File: src/rtl/u_idu_if.sv
// ID/EX pipeline bundle produced by the decode stage (u_idu drives master, EX consumes slave).
interface u_idu_if;
  logic        idu_vld;
  logic [31:0] idu_pc;
  logic [31:0] idu_ins;
  logic [31:0] idu_rs1_val;
  logic [31:0] idu_rs2_val;
  logic [4:0]  idu_rs1;
  logic [4:0]  idu_rs2;
  logic [4:0]  idu_rd;
  logic [31:0] idu_imm;
  logic [3:0]  idu_alu_op;
  logic [2:0]  idu_funct3;
  logic        idu_src_imm;
  logic        idu_src_pc;
  logic        idu_we;
  logic        idu_ld;
  logic        idu_st;
  logic        idu_br;
  logic        idu_jal;
  logic        idu_jalr;
  logic        idu_ill;
  logic        idu_mdu;

  modport master (
    output idu_vld, idu_pc, idu_ins, idu_rs1_val, idu_rs2_val,
           idu_rs1, idu_rs2, idu_rd, idu_imm, idu_alu_op, idu_funct3,
           idu_src_imm, idu_src_pc, idu_we, idu_ld, idu_st, idu_br,
           idu_jal, idu_jalr, idu_ill, idu_mdu
  );

  modport slave (
    input  idu_vld, idu_pc, idu_ins, idu_rs1_val, idu_rs2_val,
           idu_rs1, idu_rs2, idu_rd, idu_imm, idu_alu_op, idu_funct3,
           idu_src_imm, idu_src_pc, idu_we, idu_ld, idu_st, idu_br,
           idu_jal, idu_jalr, idu_ill, idu_mdu
  );
endinterface

File: src/rtl/u_idu.sv
// RV32I decode stage: combinational decode, ID/EX register and load-use stall detection.
// Define IDU_RV32M_EN to decode OP funct7=0000001 as MUL/DIV/REM (flagged on idu_mdu).
module u_idu (
  input  logic        clk,
  input  logic        rstn,
  input  logic        flush,
  input  logic        stall,
  input  logic        ifu_vld,
  input  logic [31:0] ifu_pc,
  input  logic [31:0] ifu_ins,
  input  logic        ex_ld,
  input  logic [4:0]  ex_rd,
  output logic [4:0]  rf_ra1,
  output logic [4:0]  rf_ra2,
  input  logic [31:0] rf_rd1,
  input  logic [31:0] rf_rd2,
  output logic        lu_stall,
  u_idu_if.master     idu
);

  localparam logic [31:0] NOP_INS = 32'h0000_0013;

  localparam logic [6:0] OPC_LUI    = 7'b0110111;
  localparam logic [6:0] OPC_AUIPC  = 7'b0010111;
  localparam logic [6:0] OPC_JAL    = 7'b1101111;
  localparam logic [6:0] OPC_JALR   = 7'b1100111;
  localparam logic [6:0] OPC_BRANCH = 7'b1100011;
  localparam logic [6:0] OPC_LOAD   = 7'b0000011;
  localparam logic [6:0] OPC_STORE  = 7'b0100011;
  localparam logic [6:0] OPC_OPIMM  = 7'b0010011;
  localparam logic [6:0] OPC_OP     = 7'b0110011;
  localparam logic [6:0] OPC_FENCE  = 7'b0001111;
  localparam logic [6:0] OPC_SYSTEM = 7'b1110011;

  localparam logic [3:0] ALU_ADD   = 4'd0;
  localparam logic [3:0] ALU_SUB   = 4'd1;
  localparam logic [3:0] ALU_SLL   = 4'd2;
  localparam logic [3:0] ALU_SLT   = 4'd3;
  localparam logic [3:0] ALU_SLTU  = 4'd4;
  localparam logic [3:0] ALU_XOR   = 4'd5;
  localparam logic [3:0] ALU_SRL   = 4'd6;
  localparam logic [3:0] ALU_SRA   = 4'd7;
  localparam logic [3:0] ALU_OR    = 4'd8;
  localparam logic [3:0] ALU_AND   = 4'd9;
  localparam logic [3:0] ALU_PASSB = 4'd10;

  typedef struct packed {
    logic        vld;
    logic [31:0] pc;
    logic [31:0] ins;
    logic [31:0] rs1_val;
    logic [31:0] rs2_val;
    logic [4:0]  rs1;
    logic [4:0]  rs2;
    logic [4:0]  rd;
    logic [31:0] imm;
    logic [3:0]  alu_op;
    logic [2:0]  funct3;
    logic        src_imm;
    logic        src_pc;
    logic        we;
    logic        ld;
    logic        st;
    logic        br;
    logic        jal;
    logic        jalr;
    logic        ill;
    logic        mdu;
  } idex_t;

  // Reset, flush and bubbles all share this one register image.
  function automatic idex_t idex_bubble();
    idex_t b;
    b     = '0;
    b.ins = NOP_INS;
    return b;
  endfunction

  // alt_add picks SUB (OP only); alt_sh picks SRA for both OP and OP-IMM.
  function automatic logic [3:0] alu_sel(input logic [2:0] f3, input logic alt_add,
                                         input logic alt_sh);
    logic [3:0] op;
    case (f3)
      3'd0:    op = alt_add ? ALU_SUB : ALU_ADD;
      3'd1:    op = ALU_SLL;
      3'd2:    op = ALU_SLT;
      3'd3:    op = ALU_SLTU;
      3'd4:    op = ALU_XOR;
      3'd5:    op = alt_sh ? ALU_SRA : ALU_SRL;
      3'd6:    op = ALU_OR;
      default: op = ALU_AND;
    endcase
    return op;
  endfunction

  logic [6:0]  opc;
  logic [6:0]  funct7;
  logic [31:0] imm_i, imm_s, imm_b, imm_u, imm_j;
  logic        we_raw;
  logic        uses_rs1;
  logic        uses_rs2;
  idex_t       dec;
  idex_t       q;

  assign opc    = ifu_ins[6:0];
  assign funct7 = ifu_ins[31:25];
  assign rf_ra1 = ifu_ins[19:15];
  assign rf_ra2 = ifu_ins[24:20];

  assign imm_i = {{20{ifu_ins[31]}}, ifu_ins[31:20]};
  assign imm_s = {{20{ifu_ins[31]}}, ifu_ins[31:25], ifu_ins[11:7]};
  assign imm_b = {{19{ifu_ins[31]}}, ifu_ins[31], ifu_ins[7], ifu_ins[30:25],
                  ifu_ins[11:8], 1'b0};
  assign imm_u = {ifu_ins[31:12], 12'b0};
  assign imm_j = {{11{ifu_ins[31]}}, ifu_ins[31], ifu_ins[19:12], ifu_ins[20],
                  ifu_ins[30:21], 1'b0};

  always_comb begin
    dec         = '0;
    dec.vld     = 1'b1;
    dec.pc      = ifu_pc;
    dec.ins     = ifu_ins;
    dec.rs1_val = rf_rd1;
    dec.rs2_val = rf_rd2;
    dec.rs1     = ifu_ins[19:15];
    dec.rs2     = ifu_ins[24:20];
    dec.rd      = ifu_ins[11:7];
    dec.funct3  = ifu_ins[14:12];
    we_raw      = 1'b0;
    uses_rs1    = 1'b1;
    uses_rs2    = 1'b0;

    case (opc)
      OPC_LUI: begin
        dec.imm     = imm_u;
        dec.alu_op  = ALU_PASSB;
        dec.src_imm = 1'b1;
        we_raw      = 1'b1;
        uses_rs1    = 1'b0;
      end
      OPC_AUIPC: begin
        dec.imm     = imm_u;
        dec.alu_op  = ALU_ADD;
        dec.src_imm = 1'b1;
        dec.src_pc  = 1'b1;
        we_raw      = 1'b1;
        uses_rs1    = 1'b0;
      end
      OPC_JAL: begin
        dec.imm     = imm_j;
        dec.alu_op  = ALU_ADD;
        dec.src_imm = 1'b1;
        dec.src_pc  = 1'b1;
        dec.jal     = 1'b1;
        we_raw      = 1'b1;
        uses_rs1    = 1'b0;
      end
      OPC_JALR: begin
        dec.imm     = imm_i;
        dec.alu_op  = ALU_ADD;
        dec.src_imm = 1'b1;
        dec.jalr    = 1'b1;
        we_raw      = 1'b1;
      end
      OPC_BRANCH: begin
        dec.imm    = imm_b;
        dec.alu_op = ALU_SUB;
        dec.br     = 1'b1;
        uses_rs2   = 1'b1;
      end
      OPC_LOAD: begin
        dec.imm     = imm_i;
        dec.alu_op  = ALU_ADD;
        dec.src_imm = 1'b1;
        dec.ld      = 1'b1;
        we_raw      = 1'b1;
      end
      OPC_STORE: begin
        dec.imm     = imm_s;
        dec.alu_op  = ALU_ADD;
        dec.src_imm = 1'b1;
        dec.st      = 1'b1;
        uses_rs2    = 1'b1;
      end
      OPC_OPIMM: begin
        // ins[30] is part of the immediate for ADDI, so only the shift group may use it.
        dec.imm     = imm_i;
        dec.alu_op  = alu_sel(ifu_ins[14:12], 1'b0, ifu_ins[30]);
        dec.src_imm = 1'b1;
        we_raw      = 1'b1;
      end
      OPC_OP: begin
        uses_rs2 = 1'b1;
        if (funct7 == 7'b0000000 || funct7 == 7'b0100000) begin
          dec.alu_op = alu_sel(ifu_ins[14:12], ifu_ins[30], ifu_ins[30]);
          we_raw     = 1'b1;
        end
`ifdef IDU_RV32M_EN
        else if (funct7 == 7'b0000001) begin
          dec.alu_op = {1'b0, ifu_ins[14:12]};
          dec.mdu    = 1'b1;
          we_raw     = 1'b1;
        end
`endif
        else begin
          dec.ill = 1'b1;
        end
      end
      OPC_FENCE, OPC_SYSTEM: begin
      end
      default: begin
        dec.ill = 1'b1;
      end
    endcase

    dec.we = we_raw & (dec.rd != 5'd0);
  end

  assign lu_stall = ifu_vld & ex_ld & (ex_rd != 5'd0) &
                    ((uses_rs1 & (ifu_ins[19:15] == ex_rd)) |
                     (uses_rs2 & (ifu_ins[24:20] == ex_rd)));

  // Priority: flush > hold > load-use bubble > decoded/idle.
  always_ff @(posedge clk or negedge rstn) begin
    if (!rstn) begin
      q <= idex_bubble();
    end else if (flush) begin
      q <= idex_bubble();
    end else if (!stall) begin
      if (lu_stall || !ifu_vld) q <= idex_bubble();
      else                      q <= dec;
    end
  end

  assign idu.idu_vld     = q.vld;
  assign idu.idu_pc      = q.pc;
  assign idu.idu_ins     = q.ins;
  assign idu.idu_rs1_val = q.rs1_val;
  assign idu.idu_rs2_val = q.rs2_val;
  assign idu.idu_rs1     = q.rs1;
  assign idu.idu_rs2     = q.rs2;
  assign idu.idu_rd      = q.rd;
  assign idu.idu_imm     = q.imm;
  assign idu.idu_alu_op  = q.alu_op;
  assign idu.idu_funct3  = q.funct3;
  assign idu.idu_src_imm = q.src_imm;
  assign idu.idu_src_pc  = q.src_pc;
  assign idu.idu_we      = q.we;
  assign idu.idu_ld      = q.ld;
  assign idu.idu_st      = q.st;
  assign idu.idu_br      = q.br;
  assign idu.idu_jal     = q.jal;
  assign idu.idu_jalr    = q.jalr;
  assign idu.idu_ill     = q.ill;
  assign idu.idu_mdu     = q.mdu;

endmodule

File: src/flat_wrapper.sv
// flat-port wrapper written by rule: the top's interface ports become plain ports
module u_idu_flat 
  (clk, rstn, flush, stall, ifu_vld, ifu_pc, ifu_ins, ex_ld, ex_rd, rf_ra1, rf_ra2, rf_rd1, rf_rd2, lu_stall, idu_idu_vld, idu_idu_pc, idu_idu_ins, idu_idu_rs1_val, idu_idu_rs2_val, idu_idu_rs1, idu_idu_rs2, idu_idu_rd, idu_idu_imm, idu_idu_alu_op, idu_idu_funct3, idu_idu_src_imm, idu_idu_src_pc, idu_idu_we, idu_idu_ld, idu_idu_st, idu_idu_br, idu_idu_jal, idu_idu_jalr, idu_idu_ill, idu_idu_mdu);
  u_idu_if idu_i ();
  input  logic clk;
  input  logic rstn;
  input  logic flush;
  input  logic stall;
  input  logic ifu_vld;
  input  logic [31:0] ifu_pc;
  input  logic [31:0] ifu_ins;
  input  logic ex_ld;
  input  logic [4:0] ex_rd;
  output logic [4:0] rf_ra1;
  output logic [4:0] rf_ra2;
  input  logic [31:0] rf_rd1;
  input  logic [31:0] rf_rd2;
  output logic lu_stall;
  output wire logic [$bits(idu_i.idu_vld)-1:0] idu_idu_vld;
  output wire logic [$bits(idu_i.idu_pc)-1:0] idu_idu_pc;
  output wire logic [$bits(idu_i.idu_ins)-1:0] idu_idu_ins;
  output wire logic [$bits(idu_i.idu_rs1_val)-1:0] idu_idu_rs1_val;
  output wire logic [$bits(idu_i.idu_rs2_val)-1:0] idu_idu_rs2_val;
  output wire logic [$bits(idu_i.idu_rs1)-1:0] idu_idu_rs1;
  output wire logic [$bits(idu_i.idu_rs2)-1:0] idu_idu_rs2;
  output wire logic [$bits(idu_i.idu_rd)-1:0] idu_idu_rd;
  output wire logic [$bits(idu_i.idu_imm)-1:0] idu_idu_imm;
  output wire logic [$bits(idu_i.idu_alu_op)-1:0] idu_idu_alu_op;
  output wire logic [$bits(idu_i.idu_funct3)-1:0] idu_idu_funct3;
  output wire logic [$bits(idu_i.idu_src_imm)-1:0] idu_idu_src_imm;
  output wire logic [$bits(idu_i.idu_src_pc)-1:0] idu_idu_src_pc;
  output wire logic [$bits(idu_i.idu_we)-1:0] idu_idu_we;
  output wire logic [$bits(idu_i.idu_ld)-1:0] idu_idu_ld;
  output wire logic [$bits(idu_i.idu_st)-1:0] idu_idu_st;
  output wire logic [$bits(idu_i.idu_br)-1:0] idu_idu_br;
  output wire logic [$bits(idu_i.idu_jal)-1:0] idu_idu_jal;
  output wire logic [$bits(idu_i.idu_jalr)-1:0] idu_idu_jalr;
  output wire logic [$bits(idu_i.idu_ill)-1:0] idu_idu_ill;
  output wire logic [$bits(idu_i.idu_mdu)-1:0] idu_idu_mdu;
  assign idu_idu_vld = idu_i.idu_vld;
  assign idu_idu_pc = idu_i.idu_pc;
  assign idu_idu_ins = idu_i.idu_ins;
  assign idu_idu_rs1_val = idu_i.idu_rs1_val;
  assign idu_idu_rs2_val = idu_i.idu_rs2_val;
  assign idu_idu_rs1 = idu_i.idu_rs1;
  assign idu_idu_rs2 = idu_i.idu_rs2;
  assign idu_idu_rd = idu_i.idu_rd;
  assign idu_idu_imm = idu_i.idu_imm;
  assign idu_idu_alu_op = idu_i.idu_alu_op;
  assign idu_idu_funct3 = idu_i.idu_funct3;
  assign idu_idu_src_imm = idu_i.idu_src_imm;
  assign idu_idu_src_pc = idu_i.idu_src_pc;
  assign idu_idu_we = idu_i.idu_we;
  assign idu_idu_ld = idu_i.idu_ld;
  assign idu_idu_st = idu_i.idu_st;
  assign idu_idu_br = idu_i.idu_br;
  assign idu_idu_jal = idu_i.idu_jal;
  assign idu_idu_jalr = idu_i.idu_jalr;
  assign idu_idu_ill = idu_i.idu_ill;
  assign idu_idu_mdu = idu_i.idu_mdu;
  u_idu u_core (.clk(clk), .rstn(rstn), .flush(flush), .stall(stall), .ifu_vld(ifu_vld), .ifu_pc(ifu_pc), .ifu_ins(ifu_ins), .ex_ld(ex_ld), .ex_rd(ex_rd), .rf_ra1(rf_ra1), .rf_ra2(rf_ra2), .rf_rd1(rf_rd1), .rf_rd2(rf_rd2), .lu_stall(lu_stall), .idu(idu_i));
endmodule
File: config.mk
export PLATFORM = sky130hd
export DESIGN_NAME = u_idu_flat
export DESIGN_NICKNAME = d
export VERILOG_FILES = /design/src/rtl/u_idu_if.sv /design/src/rtl/u_idu.sv /design/src/flat_wrapper.sv
export SDC_FILE = /design/constraint.sdc
export NUM_CORES = 1
export LEC_CHECK = 0
export CAP_MARGIN = 30
export CORE_AREA = 2 2 135 137
export CTS_CLUSTER_SIZE = 20
export DETAILED_ROUTE_END_ITERATION = 8
export DIE_AREA = 0 0 137 139
export GPL_TIMING_DRIVEN = 0
export PLACE_DENSITY = 0.86
export RECOVER_POWER = 25
export SYNTH_ARGS = -nofsm -noshare
export SYNTH_HDL_FRONTEND = slang
export SYNTH_SLANG_ARGS = --single-unit
File: constraint.sdc
create_clock -name clk -period 2.69 [get_ports clk]
set_input_delay 0.269 -clock clk [delete_from_list [all_inputs] [get_ports clk]]
set_output_delay 0.269 -clock clk [all_outputs]
set_load 0.005 [all_outputs]
* Yosys cells after proc, flatten, opt, wreduce, memory -nomap -nowiden
Index checks and enable logic that the tools add are counted. W data, S select, Z words.
Cells by class: eq/ne operators 21, reductions and logical operators 15, mux-type cells 23, bitwise operators 7
Operators with widths (count):
- $mux W193 | 3
- $pmux W32 S5 | 1
- $pmux W4 S7 | 2
- $eq A7 B6 Y1 const B | 4
- $eq A7 B7 Y1 const B | 4
- $pmux W4 S4 | 1
- $eq A7 B5 Y1 const B | 2
- $mux W1 | 13
- $eq A5 B5 Y1 | 2
- $reduce_bool A5 Y1 | 2
- $reduce_or A10 Y1 | 1
- $eq A3 B3 Y1 const B | 3
- $reduce_or A3 Y1 | 3
- $eq A7 B2 Y1 const B | 1
- $eq A7 B4 Y1 const B | 1
- $logic_not A7 Y1 | 1
- $reduce_or A7 Y1 | 1
- $and A1 B1 Y1 | 6
- $eq A3 B2 Y1 const B | 2
- $reduce_or A6 Y1 | 1
- $mux W4 | 1
- $pmux W1 S2 | 2
- $reduce_or A2 Y1 | 2
- $eq A3 B1 Y1 const B | 1
- 5 further kinds | 6
Storage, ports and cells: output and inout port bits 204, flip-flop bits (word level) 193, bits of input ports 139, logic and storage cells 87

* Depth between registers and ports, before layout
depth in word-level cells 10, depth in mapped cells 9, mapped depth without buffers 5

* Worst setup path before layout
OpenSTA, ideal clock, no wires.
path kind input -> register, from input ifu_ins[5], to register u_core.q, in the netlist u_core.idu.idu_ins[5], stages on the path 9, buffers on the path 4, required time 2.569 ns, arrival time 2.039 ns, library setup time 0.121 ns, slack 0.530 ns, cells stage by stage buf_2 > and4b_1 > o21a_1 > buf_6 > or4_4 > and4_4 > buf_6 > buf_6 > a22o_1
On the way: word-level cells in the longest chain between the ends 10, elaborated cells between the ends (all ways) 18, those cells by class eq/ne: 6; mux: 5; bitwise: 4; reduce/logical: 3
Ends and longest elaborated chain:
- start: declaration | RTL line flat_wrapper.sv:11 | input logic [31:0] ifu_ins;
- $eq A7 B6 Y1 (tied with other cells) | RTL line u_idu.sv:133 | case (opc)
- $reduce_or A3 Y1 (no source line)
- $mux W1 | RTL line u_idu.sv:133
- $and A1 B1 Y1, on equally long branches | RTL line u_idu.sv:220, u_idu.sv:221
- $or A1 B1 Y1 | RTL line u_idu.sv:220 | ((uses_rs1 & (ifu_ins[19:15] == ex_rd)) |
- $and A1 B1 Y1 | RTL line u_idu.sv:219 | assign lu_stall = ifu_vld & ex_ld & (ex_rd != 5'd0) &
- $logic_or A1 B1 Y1 | RTL line u_idu.sv:230 | if (lu_stall || !ifu_vld) q <= idex_bubble();
- $mux W193 (*) | RTL line u_idu.sv:230
- $mux W193 (*) | RTL line u_idu.sv:229 | end else if (!stall) begin
- $mux W193 (*) | RTL line u_idu.sv:227 | end else if (flush) begin
- end signal: assignment | RTL line u_idu.sv:226 | q <= idex_bubble();
- end signal: assignment | RTL line u_idu.sv:228 | q <= idex_bubble();
- end signal: assignment | RTL line u_idu.sv:230
- end: declaration | RTL line u_idu.sv:103 | idex_t q;
Every way passes the cells marked *; elsewhere a longest branch is shown, timed or not. The select of a mux whose other input is x is not followed. A chain may end at the register's enable or synchronous reset.

* Final worst setup path
from input ifu_ins[3], to register u_core.q, in the netlist u_core.idu.idu_imm[1]
The elaborated chain is that of the path after synthesis.

==> flow_metrics.py <==
metrics = {
    "setup_path": {
        "r2r_start": "u_core.idu.idu_pc[6]$_DFFE_PN0P_",
        "r2r_cells": 1,
        "arrival_ns": 2.80,
        "crit_path_end_kind": "flop",
        "crit_start": "ifu_ins[3]",
        "cp-start-kind": "input pin",
        "critPathMaxFanout": 10,
        "worstReg2RegEnd": "u_core.idu.idu_pc[6]$_DFFE_PN0P_",
        "r2r_slack_ns": 1.90,
        "path_class": "input pin to flop",
        "crit_required_ns": 2.97,
        "crit_end": "u_core.idu.idu_imm[1]$_DFFE_PN0P_",
    },
    "outcome": {
        "outcome": "finished with violations",
        "violations": "max-capacitance violations, max-slew violations",
    },
    "pwr": {
        "peakVddDrop_v": 0.000453,
        "power_uw": 6030,
        "p_leak_uw": 0.00496,
        "power_density_nw_per_um2": 525,
    },
    "sta": {
        "post-route-period-util_pct": 93.6,
        "maxSlewHeadroom_pct": -14.1,
        "slew_viol_final": 64,
        "max_freq_mhz": 397,
        "fin_skew_ns": 0,
        "setup_violations": 0,
        "post-route-min-period_ns": 2.52,
        "worst_pin_slew_ns": 1.71,
        "hold_viol_final": 0,
        "rsz0062_at_grt": "false",
    },
    "yosys": {
        "ys_top_cells_by_area": "dfrtp_1 60%, a22o_1 16%, buf_4 3.0%",
        "ys_types": 46,
        "ys_async_sr_fraction_pct": 100,
        "ys_warn_count": 0,
        "synth_seq_area_share_pct": 60.8,
        "netlist_instances": 580,
        "synth_top_area_share_pct": 59.7,
        "ys_seq_elements": 174,
        "mappedNetlistNets": 719,
        "synth_ff_type": "dfrtp_1",
        "netlist_area_sq_um": 7170,
        "yosysTopAreaCell": "dfrtp_1",
        "syn_avg_cell_area_sq_um": 12.4,
        "synth-edff-count": 0,
    },
    "final_layout": {
        "n_fill_cell": 1369,
        "antenna_cells": 0,
        "area_delta_synth_final_pct": 60.0,
        "drive_gt1_share_pct": 9.76,
        "fin_nets": 1079,
        "instances_no_fill": 1182,
    },
    "clock_tree": {
        "clk_pin_slew_ns": 0.07,
        "cts_tree": "built",
        "clock-sinks": 174,
        "cts_buffer_depth": 2,
        "tritoncts.num_buffers": 17,
        "clk_latency_ns": 0.42,
        "root_buffer": "clkbuf_16",
        "htreeDepth": 4,
    },
    "drt": {
        "route.detailed.drc": 0,
        "drt_iter0_drc": 376,
        "vias": 6454,
        "ant_nets": 0,
        "wl_per_cell_um": 21.7,
        "firstDrtPassIters": 5,
        "viasPerCell": 5.46,
        "drt-total-wl_um": 25700,
    },
    "global_route": {
        "use_met1_pct": 35.6,
        "overflow": 0,
        "grt_pass1_vias": 6530,
        "busiest_layer": "met2",
        "track_usage_pct": 27.0,
        "grt_use_met2_pct": 43.8,
        "antenna_found_initial": 1,
        "use_met3_pct": 5.63,
        "grt_start_max_net_pins": 112,
        "grt_pass1_wl_um": 39000,
    },
    "placement": {
        "dpl.cell_count": 1147,
        "gp_congestion": 0.831,
        "port_buffers": 337,
        "dp_hpwl_um": 19000,
    },
    "floorplanning": {
        "ios": 343,
        "start_util_pct": 40.6,
        "die_h_um": 139,
        "core_area_sq_um": 17700,
        "die_x_um": 137,
        "rows": 49,
        "die_area_sq_um": 19000,
    },
    "job": {
        "cap_viol_max_count": 1,
    },
    "hold_path": {
        "hold_path_class": "input pin to flop",
    },
}
-- how the worst min path moves through the flow --
stage | start | endpoint | depth (start not counted)
6_report | ifu_ins[1] | u_core.idu.idu_ins[1]$_DFFE_PN1P_ | 2
5_1_grt | ifu_ins[14] | u_core.idu.idu_ins[14]$_DFFE_PN0P_ | 2
4_1_cts | ifu_ins[14] | u_core.idu.idu_ins[14]$_DFFE_PN0P_ | 2
3_5_place_dp | rstn | u_core.idu.idu_pc[8]$_DFFE_PN0P_ | 1
3_3_place_gp | u_core.idu.idu_vld$_DFFE_PN0P_ | u_core.idu.idu_vld$_DFFE_PN0P_ | 2
2_1_floorplan | rstn | u_core.idu.idu_alu_op[0]$_DFFE_PN0P_ | 0
-- flip-flops by register name, summed over array words and instances (netlist names), 2 cells and up --
signal / flops
u_core.idu.idu_alu_op: 4
u_core.idu.idu_funct3: 2
u_core.idu.idu_imm: 32
u_core.idu.idu_ins: 18
u_core.idu.idu_pc: 32
u_core.idu.idu_rd: 4
u_core.idu.idu_rs1: 4
u_core.idu.idu_rs1_val: 32
u_core.idu.idu_rs2: 4
u_core.idu.idu_rs2_val: 32
-- cell type report --
| class | instances | area [sq um] | area share [%] |
|---|---|---|---|
| tap | 229 | 287 | 2.50 |
| inverter | 1 | 3.75 | 0.0327 |
| sequential | 174 | 4360 | 38.0 |
| clock inverter | 14 | 155 | 1.35 |
| buffer | 79 | 531 | 4.62 |
| clock buffer | 18 | 429 | 3.74 |
| multi-input combinational | 326 | 2290 | 20.0 |
| timing repair buffer | 341 | 3410 | 29.8 |
-- routing by layer --
metal  share of wire, %  up-vias
met5              0.066        -
met4                2.7        2
met3                6.5       50
met2                 50      275
met1                 41     3260
li1                   -     2867
-- cell usage after synthesis, types with 3 or more instances --
library cell  instances
a21oi_1              25
a22o_1              129
a22oi_1               6
a32o_1                9
buf_4                29
buf_6                15
clkbuf_1             31
dfrtp_1             171
dfstp_2               3
nand2_1              45
nand2b_1              3
nand3_1               4
nor2_1                8
nor2b_1               4
nor3_1                5
o21ai_0              38
o22a_1                3
o41ai_1               3
or4_1                 3
xnor2_1              10
-- report_power, final --
| group | leakage, uW | internal (uW) | switching (uW) | total (uW) |
|---|---|---|---|---|
| registers | 0.00238 | 2690 | 54.7 | 2750 |
| clock network | 0.000281 | 1390 | 1090 | 2470 |
| logic | 0.00230 | 463 | 341 | 804 |
| total | 0.00496 | 4540 | 1480 | 6030 |
-- stage by stage --
step | instance area, sq um | setup WS [ns] | TNS [ns] | utilization (%) | hold WS, ns
5_1_grt | 11500 | 0.101 | 0 | 65.0 | 0.330
6_report | 11500 | 0.172 | 0 | 65.0 | 0.330
4_1_cts | 11500 | 0.229 | 0 | 65.0 | 0.301
3_5_place_dp | 10900 | -0.432 | -30.02 | 61.5 | 0.247
2_1_floorplan | 7170 | 0.530 | 0 | - | -0.0266
3_3_place_gp | 10800 | -5.74 | -1015.39 | 61.3 | 0.462
-- what timing repair did --
action | in CTS | in global routing
setup endpoints to repair | 1 | 0
setup buffers | 2 | 0
hold buffers | 1 | 0
hold endpoints to repair | 63 | 0
resized for setup | 11 | 0
-- layout by cell type, fill, tap and decap left out, drive strengths merged, types with 3 or more instances in the layout --
| master | netlist | final |
|---|---|---|
| clkdlybuf4s50 | 0 | 331 |
| dfrtp | 171 | 171 |
| a22o | 129 | 129 |
| buf | 48 | 51 |
| clkbuf | 31 | 50 |
| nand2 | 45 | 45 |
| o21ai | 38 | 38 |
| a21oi | 25 | 25 |
| xnor2 | 10 | 10 |
| a32o | 9 | 9 |
| nor2 | 8 | 8 |
| a22oi | 6 | 6 |
| inv | 1 | 6 |
| nor3 | 5 | 5 |
| dlygate4sd2 | 0 | 5 |
| nand3 | 4 | 4 |
| nor2b | 4 | 4 |
| clkinv | 0 | 4 |
| or4 | 4 | 4 |
| nand2b | 3 | 3 |
| o22a | 3 | 3 |
| o41ai | 3 | 3 |
| clkinvlp | 0 | 3 |
| dfstp | 3 | 3 |
-- logic make-up after synthesis --
| family | count (synthesis) | synth area share, % |
|---|---|---|
| and+or+nand+nor | 93 | 6.77 |
| buffers and inverters | 80 | 7.31 |
| xor gates and xnor gates | 10 | 1.22 |
| AOI/OAI and AO/OA | 220 | 23.6 |
| muxes | 2 | 0.279 |
| DFF | 174 | 60.8 |
| other | 1 | 0.0523 |
-- critical path, cell delays in order --
cell and delay (ns):
clkdlybuf4s50_1 0.49, and4b_1 0.23, o21a_1 0.18, buf_6 0.14, or4_4 0.54, nand4_2 0.28
clkbuf_1 0.47, o21ai_0 0.19
Power figures use the tool's default switching activity.
